File: config.mk
export PLATFORM = sky130hd
export DESIGN_NAME = modulo_entrada
export DESIGN_NICKNAME = d
export VERILOG_FILES = /design/src/rtl/modulo_entrada_pkg.sv /design/src/rtl/modulo_entrada_debouncer.sv /design/src/rtl/modulo_entrada.sv
export SDC_FILE = /design/constraint.sdc
export NUM_CORES = 1
export LEC_CHECK = 0
export BUFFER_PORTS_ARGS = -buffer_cell sky130_fd_sc_hd__buf_2
export CAP_MARGIN = 20
export CORE_MARGIN = 2
export CORE_UTILIZATION = 45
export DETAILED_ROUTE_END_ITERATION = 16
export GPL_ROUTABILITY_DRIVEN = 1
export PLACE_DENSITY_LB_ADDON = 0.1
export RECOVER_POWER = 100
export SETUP_SLACK_MARGIN = 0.5
export SLEW_MARGIN = 25
export SYNTH_ARGS = -nofsm -noshare
export SYNTH_HDL_FRONTEND = slang
export SYNTH_HIERARCHICAL = 1
export SYNTH_SLANG_ARGS = --single-unit
File: constraint.sdc
create_clock -name clk -period 4.2 [get_ports clk]
set_clock_uncertainty 0.2 [all_clocks]
set_input_delay 0.21 -clock clk [delete_from_list [all_inputs] [get_ports clk]]
set_output_delay 0.21 -clock clk [all_outputs]
set_load 0.01 [all_outputs]
File: src/rtl/modulo_entrada_pkg.sv
// Shared types and widths for the operator input unit.
package modulo_entrada_pkg;

   localparam int unsigned LARGURA_SW    = 9;
   localparam int unsigned LARGURA_DADOS = 32;

   // Handshake FSM states, also shown on the debug LEDs
   typedef enum logic [1:0] {
      OCIOSO  = 2'd0,
      AGUARDA = 2'd1,
      ENTREGA = 2'd2,
      SOLTA   = 2'd3
   } estadoEnt_t;

endpackage

File: src/rtl/modulo_entrada_debouncer.sv
// Synchronizes and debounces the raw enter key; produces a stable level and its rising pulse.
module modulo_entrada_debouncer #(
   parameter int unsigned DEBOUNCE_CYCLES  = 16,
   parameter bit          ENTER_ACTIVE_LOW = 1'b1
) (
   input  logic clk,
   input  logic rst,
   input  logic enter,
   output logic deb,
   output logic debRise
);

   localparam int unsigned    CNT_W      = $clog2(DEBOUNCE_CYCLES + 1);
   localparam logic [CNT_W-1:0] CNT_LAST = CNT_W'(DEBOUNCE_CYCLES - 1);
   // Raw level of a released key, so reset never looks like a press
   localparam logic           IDLE_LEVEL = ENTER_ACTIVE_LOW;

   logic [1:0]       syncFf;
   logic             press;
   logic [CNT_W-1:0] cnt;

   // Two-flop synchronizer for the asynchronous key
   always_ff @(posedge clk or posedge rst) begin
      if (rst) syncFf <= {2{IDLE_LEVEL}};
      else     syncFf <= {syncFf[0], enter};
   end

   assign press = ENTER_ACTIVE_LOW ? ~syncFf[1] : syncFf[1];

   // Accept a new level only after DEBOUNCE_CYCLES consecutive disagreeing samples
   always_ff @(posedge clk or posedge rst) begin
      if (rst) begin
         cnt     <= '0;
         deb     <= 1'b0;
         debRise <= 1'b0;
      end else begin
         debRise <= 1'b0;
         if (press == deb) begin
            cnt <= '0;
         end else if (cnt == CNT_LAST) begin
            cnt     <= '0;
            deb     <= press;
            debRise <= press;
         end else begin
            cnt <= cnt + CNT_W'(1);
         end
      end
   end

endmodule

File: src/rtl/modulo_entrada.sv
// Operator input unit: captures one switch word per debounced press and hands it over via pedido/pronto.
module modulo_entrada
   import modulo_entrada_pkg::*;
#(
   parameter int unsigned DEBOUNCE_CYCLES  = 16,
   parameter bit          ENTER_ACTIVE_LOW = 1'b1
) (
   input  logic                     clk,
   input  logic                     rst,
   input  logic                     enter,
   input  logic [LARGURA_SW-1:0]    dadosIN,
   input  logic                     pedido,
   output logic [LARGURA_DADOS-1:0] dados,
   output logic                     pronto,
   output logic [1:0]               estado_ent
);

   logic [LARGURA_SW-1:0] swSync1;
   logic [LARGURA_SW-1:0] swSync2;
   logic                  deb;
   logic                  debRise;
   estadoEnt_t            estado;

   modulo_entrada_debouncer #(
      .DEBOUNCE_CYCLES  (DEBOUNCE_CYCLES),
      .ENTER_ACTIVE_LOW (ENTER_ACTIVE_LOW)
   ) uDebouncer (
      .clk     (clk),
      .rst     (rst),
      .enter   (enter),
      .deb     (deb),
      .debRise (debRise)
   );

   // Two-flop synchronizer for the switch bank
   always_ff @(posedge clk or posedge rst) begin
      if (rst) begin
         swSync1 <= '0;
         swSync2 <= '0;
      end else begin
         swSync1 <= dadosIN;
         swSync2 <= swSync1;
      end
   end

   // Handshake FSM with registered pronto/dados; a held key must be released before it counts again
   always_ff @(posedge clk or posedge rst) begin
      if (rst) begin
         estado <= OCIOSO;
         pronto <= 1'b0;
         dados  <= '0;
      end else begin
         pronto <= 1'b0;
         case (estado)
            OCIOSO: begin
               if (pedido) estado <= deb ? SOLTA : AGUARDA;
            end
            AGUARDA: begin
               if (!pedido) begin
                  estado <= OCIOSO;
               end else if (debRise) begin
                  dados  <= LARGURA_DADOS'(swSync2);
                  pronto <= 1'b1;
                  estado <= ENTREGA;
               end
            end
            ENTREGA: begin
               estado <= SOLTA;
            end
            SOLTA: begin
               if (!deb) estado <= pedido ? AGUARDA : OCIOSO;
            end
            default: estado <= OCIOSO;
         endcase
      end
   end

   assign estado_ent = estado;

endmodule

**Word level (Yosys, flattened, before mapping)**

Index checks and enable logic that the tools add are counted.

- Word-level logic and storage cells: 38
- Bits in registers: 39

- Reductions and logical operators: 4
- Bitwise operators: 2
- Add/subtract/negate cells: 1
- Equality and inequality tests: 8
- Mux-type cells: 14

Operators with widths:

| cell | number |
|---|---|
| 2-bit two-way mux | 5 |
| 5-bit two-way mux | 2 |
| 2-bit case mux with 4 select lines | 1 |
| 1-bit two-way mux | 6 |
| 3-bit AND reduction | 2 |
| 5-bit by 1-bit adder with 5-bit output (second input constant) | 1 |
| 5-bit by 4-bit equality test with 1-bit output (second input constant) | 1 |
| 2-bit equality test (second input constant) | 2 |
| 2-bit != test (second input constant) | 2 |
| 3-bit by 2-bit != test with 1-bit output (second input constant) | 1 |
| 2-bit by 1-bit equality test with 1-bit output (second input constant) | 1 |
| 2-bit zero test | 1 |
| 1-bit inverter | 2 |
| 2-bit AND reduction | 1 |
| 1-bit equality test | 1 |

**Logic depth before layout (Yosys ltp)**

Gate-level depths: netlist of run 1.

- Word-level depth: 4
- Depth in mapped cells: 4

**By module**

Netlist of run 1, hierarchy kept.

By module, submodules not included:

| module | sequential area each (µm²) | cells each | instances | area an instance (µm²) |
|---|---|---|---|---|
| modulo_entrada | 750.7 | 74 | 1 | 1,137.3 |
| modulo_entrada_debouncer | 227.7 | 26 | 1 | 347.8 |

**Worst setup path before layout of run 1**

OpenSTA, ideal clock, no wires.

- Path type: register to register
- Start: register estado[1] (netlist: estado_ent[1])
- End: register dados[0]
- Required time: 3.875 ns
- Arrival: 1.093 ns
- Slack: 2.782 ns
- Cell stages (with the launch flop): 4
- Setup time: 0.125 ns
- Buffers on the path: 1
- Cells stage by stage: dfrtp_1 > nand4b_2 > buf_6 > mux2_4

- Word-level cells in the longest chain between the ends: 2

Ends and longest elaborated chain:

| what | RTL line | RTL |
|---|---|---|
| start: declaration | modulo_entrada.sv:22 | `estadoEnt_t estado;` |
| start signal: assignment | modulo_entrada.sv:56 | `if (pedido) estado <= deb ? SOLTA : AGUARDA;` |
| start signal: assignment | modulo_entrada.sv:71 | `if (!deb) estado <= pedido ? AGUARDA : OCIOSO;` |
| 2-bit by 1-bit equality test with 1-bit output | modulo_entrada.sv:54 | `case (estado)` |
| 3-bit AND reduction (no source line) | n/a |  |
| end signal: assignment | modulo_entrada.sv:62 | `dados <= LARGURA_DADOS'(swSync2);` |
| end: declaration | modulo_entrada.sv:13 | `output logic [LARGURA_DADOS-1:0] dados,` |

Every way passes these cells.
A chain may end at the register's enable or synchronous reset.

**Worst setup path in the final report of run 1**

- Start: input port pedido
- End: register dados[4]

- Word-level cells in the longest chain between the ends: 1

Ends and longest elaborated chain:

| what | RTL line | RTL |
|---|---|---|
| start: declaration | modulo_entrada.sv:12 | `input logic pedido,` |
| 3-bit AND reduction (no source line) | n/a |  |

Every way passes these cells.

==> summary.txt, run 1 <==
Status
  – Outcome: finished clean

Global routing
  – GRT Resource Usage Total: 12.26%
  – Initial antenna violation count: 0
  – Vias in the first global route: 645
  – Overflow after GRT: 0
  – First-pass GRT wire length: 3049 µm
  – Largest net degree at the start of global routing: 31

Final layout
  – Final core occ: 53.67%
  – Layout cells sized above 1: 13.38%
  – Final-stage net count: 155
  – Most frequent cells in the layout: dfrtp_1 (37), conb_1 (23), clkbuf_1 (17), dlygate4sd3_1 (12), buf_2 (10)
  – Post-route non-filler standard cell count: 186
  – Area growth from synthesis to layout: 12.13%
  – FILL cells: 283
  – # diodes: 0
  – Commonest non-fill, non-tap cell in the layout: dfrtp_1

Setup path
  – Worst Path Required: 4220 ps
  – Cell Chain, Critical Path: dlygate4sd3_1 > clkbuf_1 > nand4b_1 > mux2_1
  – CP Class: input port to register
  – Crit path launch type: input port
  – Critical path depth: 4
  – RR Startpoint: estado_ent[1]
  – Slowest CP cell: dlygate4sd3_1
  – Crit path buf inv count: 2
  – Worst path arrival time: 1870 ps
  – Worst R2R Path Depth: 2
  – RR Endpoint: dados[4]
  – Setup crit end kind: register
  – Crit-path max cell delay: 520 ps
  – Crit-path max FO: 11
  – CP top delay family: buffers and inverters
  – R2R Setup Slk: 2420 ps

Clocking
  – CTS sink cnt: 39
  – # H-tree levels: 2
  – CTS Buffer Depth: 2
  – CTS clk-pin slew, worst paths: 100 ps
  – Num CTS Buffers: 5
  – Worst-skew pair later-pin latency: 320 ps
  – Root Buffer: clkbuf_4
  – Resized cells post-CTS: 0
  – CTS tree: yes

Floorplanning
  – Chip Width: 61.45 µm
  – Initial core utilization: 47.86%
  – I/O pins: 48
  – Die Ht: 61.45 µm
  – Die area: 3776 µm²
  – Core area: 3103 µm²
  – Site Rows: 20

Logic synthesis
  – Dominant synthesized flop cell: dfrtp_1
  – Syn Inst Count: 100
  – Number of synthesized flops with an enable pin: 0
  – Synth warnings: 6
  – Unique masters post-synth: 26
  – Sequential share of the synthesized area: 65.88%
  – Mean post-synth cell area: 14.85 µm²
  – Synth Register Bits: 39
  – Async SR Flop Fraction: 100.0%
  – Synthesized area: 1485 µm²

Timing
  – Normalized max-slew margin: 28.30%
  – Final period util: 44.03%
  – Final Critical Period: 1849 ps
  – Worst slew pin tran: 1074 ps
  – Setup violators final: 0
  – RSZ-0062 raised after global routing: false
  – Setup TNS: 0 ps
  – Fmax: 0.5407 GHz
  – Final Max Tran Viols: 0
  – Fin. Hold Viols: 0

Power and ir drop
  – Tot Pwr: 0.0006030 W
  – Worst VDD drop: 0.0001535 V
  – Pwr/cell area: 362.1 nW/µm²
  – Lkg Pwr: 0.8522 nW

Routing
  – Drt total wl: 1967 µm
  – DRC violation count after routing: 0
  – Vias: 767
  – Routed WL per cell: 10.58 µm
  – Drt first pass iters: 4
  – Initial drt markers: 20
  – Routed vias/inst: 4.124
  – Routed Antenna Nets: 0

Place
  – DP Wirelength: 1273 µm
  – GPL Wtd Cong: 0.6517
  – Placed Instances: 166
  – # port buffers: 24

Flow run
  – MaxCap Viol Count: 0

Hold path
  – WHS Path Cells: 0
  – Worst Hold Path EP: swSync2[6]
  – Hold Startpoint: swSync1[6]
  – Tightest Hold Check Type: register to register
cells by family (layout without fill, tap and decap cells):
group,after synthesis,count (layout),share of synthesized area [%]
XOR/XNOR,3,3,2.275
AND/OR/NAND/NOR,11,11,4.971
flip-flops,39,39,65.88
adder cells (fa/ha/maj),1,1,0.8423
buffers and inverters,30,50,13.90
other,1,23,0.2525
multiplexers,9,9,8.846
AO/OA/AOI/OAI,6,6,3.033
power breakdown:
group          switching (W)  internal, W  leakage [nW]
registers         0.00000514     0.000389         0.492
logic              0.0000233    0.0000153         0.334
clock network       0.000104    0.0000668        0.0265
worst max-delay path by stage:
stage	startpoint	end	slack (ps)
floorplan	estado_ent[1]	dados[0]	2780
global placement	estado_ent[1]	dados[0]	2570
detailed placement	estado_ent[1]	dados[0]	2520
CTS	estado_ent[1]	dados[6]	2510
global route	pedido	dados[1]	2240
finish	pedido	dados[4]	2350
stage by stage:
stage,cell area [µm²],worst slack (ps),hold WS [ps]
after detailed placement,1559,2521,2.533
after global routing,1665,2245,165.8
final,1665,2351,156.6
after CTS,1728,2510,159.2
after floorplan,1568,2782,-163.5
after global placement,1559,2574,-9.456
cells in the mapped netlist, types with 2 or more instances:
library cell / number / area [µm²]
mux2_4: 8 / 120.1
dfstp_2: 2 / 52.55
buf_4: 23 / 172.7
xor2_1: 2 / 17.52
dfrtp_1: 37 / 925.9
nor2_1: 3 / 11.26
inv_1: 6 / 22.52
per-layer routing:
metal / track usage, % / vias to the layer above / routed length, µm
li1: - / 360 / -
met3: 6.303 / 4 / 156
met1: 14.46 / 365 / 857
met2: 17.48 / 38 / 913
met5: 0 / - / 0
met4: 8.207 / 0 / 40
sequential cells by signal (all words and copies together) (netlist names):
signal	flops
dados	9
estado_ent	2
pronto	1
swSync1	9
swSync2	9
uDebouncer/cnt	5
uDebouncer/deb	1
uDebouncer/debRise	1
uDebouncer/syncFf	2
area by class of cell:
class / instances / area (µm²) / share of cell area (%)
Clock buffer: 8 / 48.80 / 2.930
Inverter: 6 / 22.52 / 1.352
Multi-Input combinational cell: 53 / 337.8 / 20.29
Sequential cell: 39 / 978.4 / 58.75
Tap cell: 44 / 55.05 / 3.306
Timing Repair Buffer: 36 / 222.7 / 13.37
timing repair:
action,in CTS,in global routing
hold endpoints to repair,51,0
hold buffers,12,0
setup buffers,0,0
Power figures use the tool's default switching activity.
==> run 2, diff against run 1 <==
--- a/config.mk
+++ b/config.mk
@@ -8,7 +8,7 @@
 export BUFFER_PORTS_ARGS = -buffer_cell sky130_fd_sc_hd__buf_2
 export CAP_MARGIN = 20
 export CORE_MARGIN = 2
-export CORE_UTILIZATION = 45
+export CORE_UTILIZATION = 44
 export DETAILED_ROUTE_END_ITERATION = 16
 export GPL_ROUTABILITY_DRIVEN = 1
 export PLACE_DENSITY_LB_ADDON = 0.1
==> constraint.sdc (replaced) <==
create_clock -name clk -period 1.7 [get_ports clk]
set_clock_uncertainty 0.2 [all_clocks]
set_input_delay 0.085 -clock clk [delete_from_list [all_inputs] [get_ports clk]]
set_output_delay 0.085 -clock clk [all_outputs]
set_load 0.01 [all_outputs]
==> run 2 against run 1 <==
The run now ends with negative hold slack left. First-iteration DRC count unchanged. Sequential power grew 150%. Core utilization is 2.1 points higher. Routed wire length is 16% higher. Cell area rose by 10%. Highest routed layer unchanged.
==> summary.txt, run 2 (synthesis gave the netlist of run 1 again) <==
Status
  – Outcome: finished with violations
  – Failing checks: negative hold slack

Timing
  – Fmax: 0.7236 GHz
  – Final Max Tran Viols: 0
  – Final WS setup: 318.1 ps
  – Fin. Hold Viols: 3
  – Final Critical Period: 1382 ps
  – RSZ-0062 raised after global routing: true
  – Setup TNS: 0 ps
  – WHS: -8.832 ps
  – Setup violators final: 0
  – Worst slew pin tran: 701.2 ps
  – Normalized max-slew margin: 53.25%
  – Final period util: 81.29%

Floorplanning
  – Die Ht: 62.10 µm
  – Core area: 3284 µm²
  – Chip Width: 62.10 µm
  – Initial core utilization: 45.22%
  – Site Rows: 21
  – Die area: 3856 µm²
  – I/O pins: 48

Setup path
  – Crit path launch type: register
  – Crit-path max FO: 6
  – CP Class: register to register
  – Slowest CP cell: dfrtp_1
  – Worst Path Required: 1730 ps
  – Cell Chain, Critical Path: nand4b_4 > mux2_1
  – R2R Setup Slk: 320 ps
  – Worst path arrival time: 1410 ps
  – Crit-path max cell delay: 500 ps
  – Setup crit end kind: register

Final layout
  – # diodes: 0
  – Commonest non-fill, non-tap cell in the layout: dfrtp_1
  – Post-route non-filler standard cell count: 199
  – Area growth from synthesis to layout: 23.42%
  – Final-stage net count: 167
  – Most frequent cells in the layout: dfrtp_1 (37), conb_1 (23), clkbuf_1 (13), dlygate4sd3_1 (12), buf_2 (11)
  – Top Registers: dados x9, swSync1 x9, swSync2 x9
  – Layout cells sized above 1: 25.49%

Clocking
  – CTS sink cnt: 39
  – CTS Buffer Depth: 2
  – CTS tree: yes
  – Worst-skew pair later-pin latency: 330 ps
  – Num CTS Buffers: 5
  – Root Buffer: clkbuf_4
  – # H-tree levels: 2
  – CTS clk-pin slew, worst paths: 100 ps

Routing
  – DRC violation count after routing: 0
  – Routed WL per cell: 11.45 µm
  – Vias: 829
  – Drt first pass iters: 4
  – Initial drt markers: 20
  – Drt total wl: 2279 µm
  – Routed Antenna Nets: 0
  – Routed vias/inst: 4.166

Place
  – GPL Wtd Cong: 0.7085
  – Post-Place Worst Slack: 250.1 ps
  – DP Wirelength: 1315 µm
  – Placed Instances: 169
  – # port buffers: 24

Power and ir drop
  – Worst VDD drop: 0.0005162 V
  – Lkg Pwr: 0.9707 nW
  – Pwr/cell area: 846.1 nW/µm²

Global routing
  – Vias in the first global route: 773
  – Largest net degree at the start of global routing: 31
  – Initial antenna violation count: 0
  – Overflow after GRT: 0
  – First-pass GRT wire length: 3608 µm
  – GRT Resource Usage Total: 12.85%

Hold path
  – Tightest Hold Check Type: input port to register

Flow run
  – MaxCap Viol Count: 0
[run 2: critical path: cells and delay by family, from the launching register on]
kind	cells	cell delay, ps
DFF	1	500
muxes	1	360
and+or+nand+nor	1	210
[run 2: layout make-up]
class	count	area, µm²
fill	297	1451
sequential	39	978.4
multi-input combinational	54	410.4
timing repair buffer	47	307.8
tap	46	57.56
clock buffer	6	51.30
inverter	6	22.52
clock inverter	1	5.005
[run 2: what timing repair did]
action	4_1_cts	5_1_grt
resized for setup	8	8
setup endpoints to repair	20	29
gates cloned	1	0
pin swaps	0	3
setup buffers	3	7
endpoints found under the hold margin	52	0
hold buffers	12	0
[run 2: report_power, final]
part	leakage, nW	switching (W)	internal [W]
Combinational	0.445	0.0000646	0.0000469
Clock	0.0341	0.000273	0.000192
Sequential	0.491	0.0000150	0.000960
Total	0.971	0.000353	0.00120
[run 2: worst paths after layout]
kind | startpoint | end | cells past startpoint
max in group asynchronous | rst | dados[5] | 4
worst min register to register | swSync1[3] | swSync2[3] | 0
min in group asynchronous | rst | uDebouncer/cnt[2] | 3
worst min-delay path | pedido | dados[2] | 3
worst max-delay path | estado_ent[0] | dados[4] | 2
worst max register to register | estado_ent[0] | dados[4] | 2
[run 2: metal layers]
metal  share of wire, %  wire [µm]  vias up  GRT usage [%]
met1                 42        956      403          14.79
met3                6.1        139        4          7.065
met2                 50       1140       35          18.89
met4                1.8         42        0          7.500
li1                   -          -      387              -
met5                  0          0        -              0
[run 2: through the flow]
stage / power (W) / cell area [µm²] / util (%) / hold WS [ps]
floorplan: 0.001083 / 1577 / - / -288.5
global placement: 0.001069 / 1578 / 48.04 / -136.1
detailed placement: 0.001073 / 1578 / 48.04 / -132.0
CTS: 0.001579 / 1833 / 55.81 / 16.72
global route: 0.001657 / 1833 / 55.81 / -32.69
finish: 0.001551 / 1833 / 55.81 / -8.832
==> run 3, diff against run 2 <==
--- a/config.mk
+++ b/config.mk
@@ -8,7 +8,7 @@
 export BUFFER_PORTS_ARGS = -buffer_cell sky130_fd_sc_hd__buf_2
 export CAP_MARGIN = 20
 export CORE_MARGIN = 2
-export CORE_UTILIZATION = 44
+export CORE_UTILIZATION = 45
 export DETAILED_ROUTE_END_ITERATION = 16
 export GPL_ROUTABILITY_DRIVEN = 1
 export PLACE_DENSITY_LB_ADDON = 0.1
==> constraint.sdc (replaced) <==
create_clock -name clk -period 1.4 [get_ports clk]
set_clock_uncertainty 0.2 [all_clocks]
set_input_delay 0.07 -clock clk [delete_from_list [all_inputs] [get_ports clk]]
set_output_delay 0.07 -clock clk [all_outputs]
set_load 0.01 [all_outputs]
==> run 3 against run 2 <==
The run still ends with negative hold slack left. Flip-flop and latch count did not move. Critical path type unchanged. Critical path depth is the same. Routed wire length rose by 8.2%. Clock-buffer cell count down 1.
==> summary.txt, run 3 (synthesis gave the netlist of run 1 again) <==
Timing
  – Setup TNS: 0 ps
  – Worst slew pin tran: 670.1 ps
  – Final period util: 98.07%
  – Final WS setup: 26.99 ps
  – RSZ-0062 raised after global routing: true
  – Fin. Hold Viols: 2
  – Normalized max-slew margin: 55.08%
  – WHS: -111.0 ps
  – Fmax: 0.7283 GHz
  – Final Critical Period: 1373 ps
  – Final Max Tran Viols: 0
  – Setup violators final: 0

Setup path
  – CP top delay family: flip-flops
  – RR Endpoint: dados[0]
  – Worst path arrival time: 1410 ps
  – Worst Path Required: 1440 ps
  – CP Class: register to register
  – Worst R2R Path Depth: 2
  – Crit-path max cell delay: 430 ps
  – Crit path buf inv count: 0
  – Slowest CP cell: dfrtp_1
  – Worst Setup EP: dados[0]
  – Cell Chain, Critical Path: nand4b_4 > mux2_4
  – Crit path launch: estado_ent[1]
  – Critical path depth: 2
  – Crit-path max FO: 6
  – Crit path launch type: register
  – R2R Setup Slk: 30 ps
  – Setup crit end kind: register
  – RR Startpoint: estado_ent[1]

Place
  – Post-Place Worst Slack: -5.256 ps
  – GPL Wtd Cong: 0.6950
  – # port buffers: 24
  – DP Wirelength: 1398 µm

Clocking
  – Worst-skew pair later-pin latency: 350 ps
  – CTS Buffer Depth: 2
  – CTS sink cnt: 39
  – CTS clk-pin slew, worst paths: 120 ps
  – Num CTS Buffers: 5
  – Root Buffer: clkbuf_4
  – # H-tree levels: 2
  – # hold bufs at CTS: 12
  – CTS tree: yes

Floorplanning
  – Site Rows: 20
  – Die Ht: 61.45 µm
  – Initial core utilization: 47.86%
  – Core area: 3103 µm²
  – Chip Width: 61.45 µm
  – I/O pins: 48
  – Die area: 3776 µm²

Global routing
  – Initial antenna violation count: 0
  – Overflow after GRT: 0
  – Largest net degree at the start of global routing: 31
  – Vias in the first global route: 787
  – First-pass GRT wire length: 3670 µm
  – GRT Resource Usage Total: 14.34%

Power and ir drop
  – Share of power burned in registers: 52.4%
  – Clock power frac: 40.8%
  – Gate power share: 6.8%
  – Sw power: 0.0004794 W
  – Pwr/cell area: 1103 nW/µm²
  – Worst VDD drop: 0.0008763 V
  – Internal power: 0.001793 W
  – Switching share of total power: 21.10%
  – Lkg Pwr: 1.079 nW

Routing
  – Drt total wl: 2466 µm
  – Routed Antenna Nets: 0
  – Vias: 848
  – Routed vias/inst: 4.177
  – DRC violation count after routing: 0
  – Drt first pass iters: 4
  – Routed WL per cell: 12.15 µm
  – Initial drt markers: 4

Flow run
  – MaxCap Viol Count: 0

Final layout
  – Area growth from synthesis to layout: 38.75%
  – Layout cells sized above 1: 48.43%
  – Final core occ: 66.41%
  – Commonest non-fill, non-tap cell in the layout: dfrtp_1
  – Top Registers: dados x9, swSync1 x9, swSync2 x9
  – # diodes: 0
  – Final-stage net count: 172
  – Most frequent cells in the layout: dfrtp_1 (34), conb_1 (23), buf_2 (20), dlygate4sd3_1 (12), buf_4 (12)

Status
  – Outcome: finished with violations
  – Failing checks: negative hold slack

Hold path
  – Tightest Hold Check Type: input port to register
  – Hold Startpoint: pedido
==> run 3: worst min-delay path by stage <==
stage / end / cells past startpoint
after floorplan: uDebouncer/cnt[0] / 1
after global placement: uDebouncer/cnt[0] / 2
after detailed placement: uDebouncer/cnt[0] / 2
after CTS: estado_ent[1] / 3
after global routing: pronto / 3
final: pronto / 3
==> run 3: stage by stage <==
stage / instance area (µm²) / power, W / cells / hold WS [ps]
4_1_cts: 1943 / 0.002287 / 198 / -130.5
5_1_grt: 2061 / 0.002378 / 203 / -115.2
3_5_place_dp: 1583 / 0.001304 / 167 / -113.4
3_3_place_gp: 1583 / 0.001298 / 167 / -127.9
6_report: 2061 / 0.002273 / 203 / -111.0
2_1_floorplan: 1584 / 0.001316 / 122 / -303.5
==> run 3: tightest hold or removal path: stages <==
cell      delay (ps)
buf_2            150
nand4b_4         160
inv_2             40
==> run 3: timing repair <==
action | in CTS | in global routing
pin swaps | 6 | 7
gates resized for setup | 8 | 19
setup endpoints to repair | 31 | 61
hold endpoints to repair | 52 | 3
setup buffers | 10 | 4
gates cloned | 1 | 1
==> run 3: cell type report <==
type | count | area [µm²]
repair inverters | 1 | 5.005
repair buffers | 51 | 389.1
fillers | 256 | 1042
clock inverters | 3 | 67.56
well taps | 44 | 55.05
clock buffers | 5 | 37.54
inverters | 6 | 25.02
multi-input cells | 54 | 499.2
flip-flops and latches | 39 | 982.2
==> run 3: metal layers <==
layer | global-route usage [%] | up-vias | part of all wire, %
met4 | 6.383 | 0 | 2.3
met2 | 23.71 | 36 | 51
met1 | 16.51 | 407 | 40
met3 | 5.672 | 6 | 6.8
li1 | - | 399 | -
met5 | 0 | - | 0
==> run 3: power by group through the flow <==
stage                     combinational (W)  clock (W)  sequential [W]
after global routing               0.000176    0.00101         0.00119
after floorplan                    0.000113          0         0.00120
final                              0.000154   0.000928         0.00119
after global placement            0.0000937          0         0.00120
after CTS                          0.000141   0.000959         0.00119
after detailed placement          0.0000962          0         0.00121
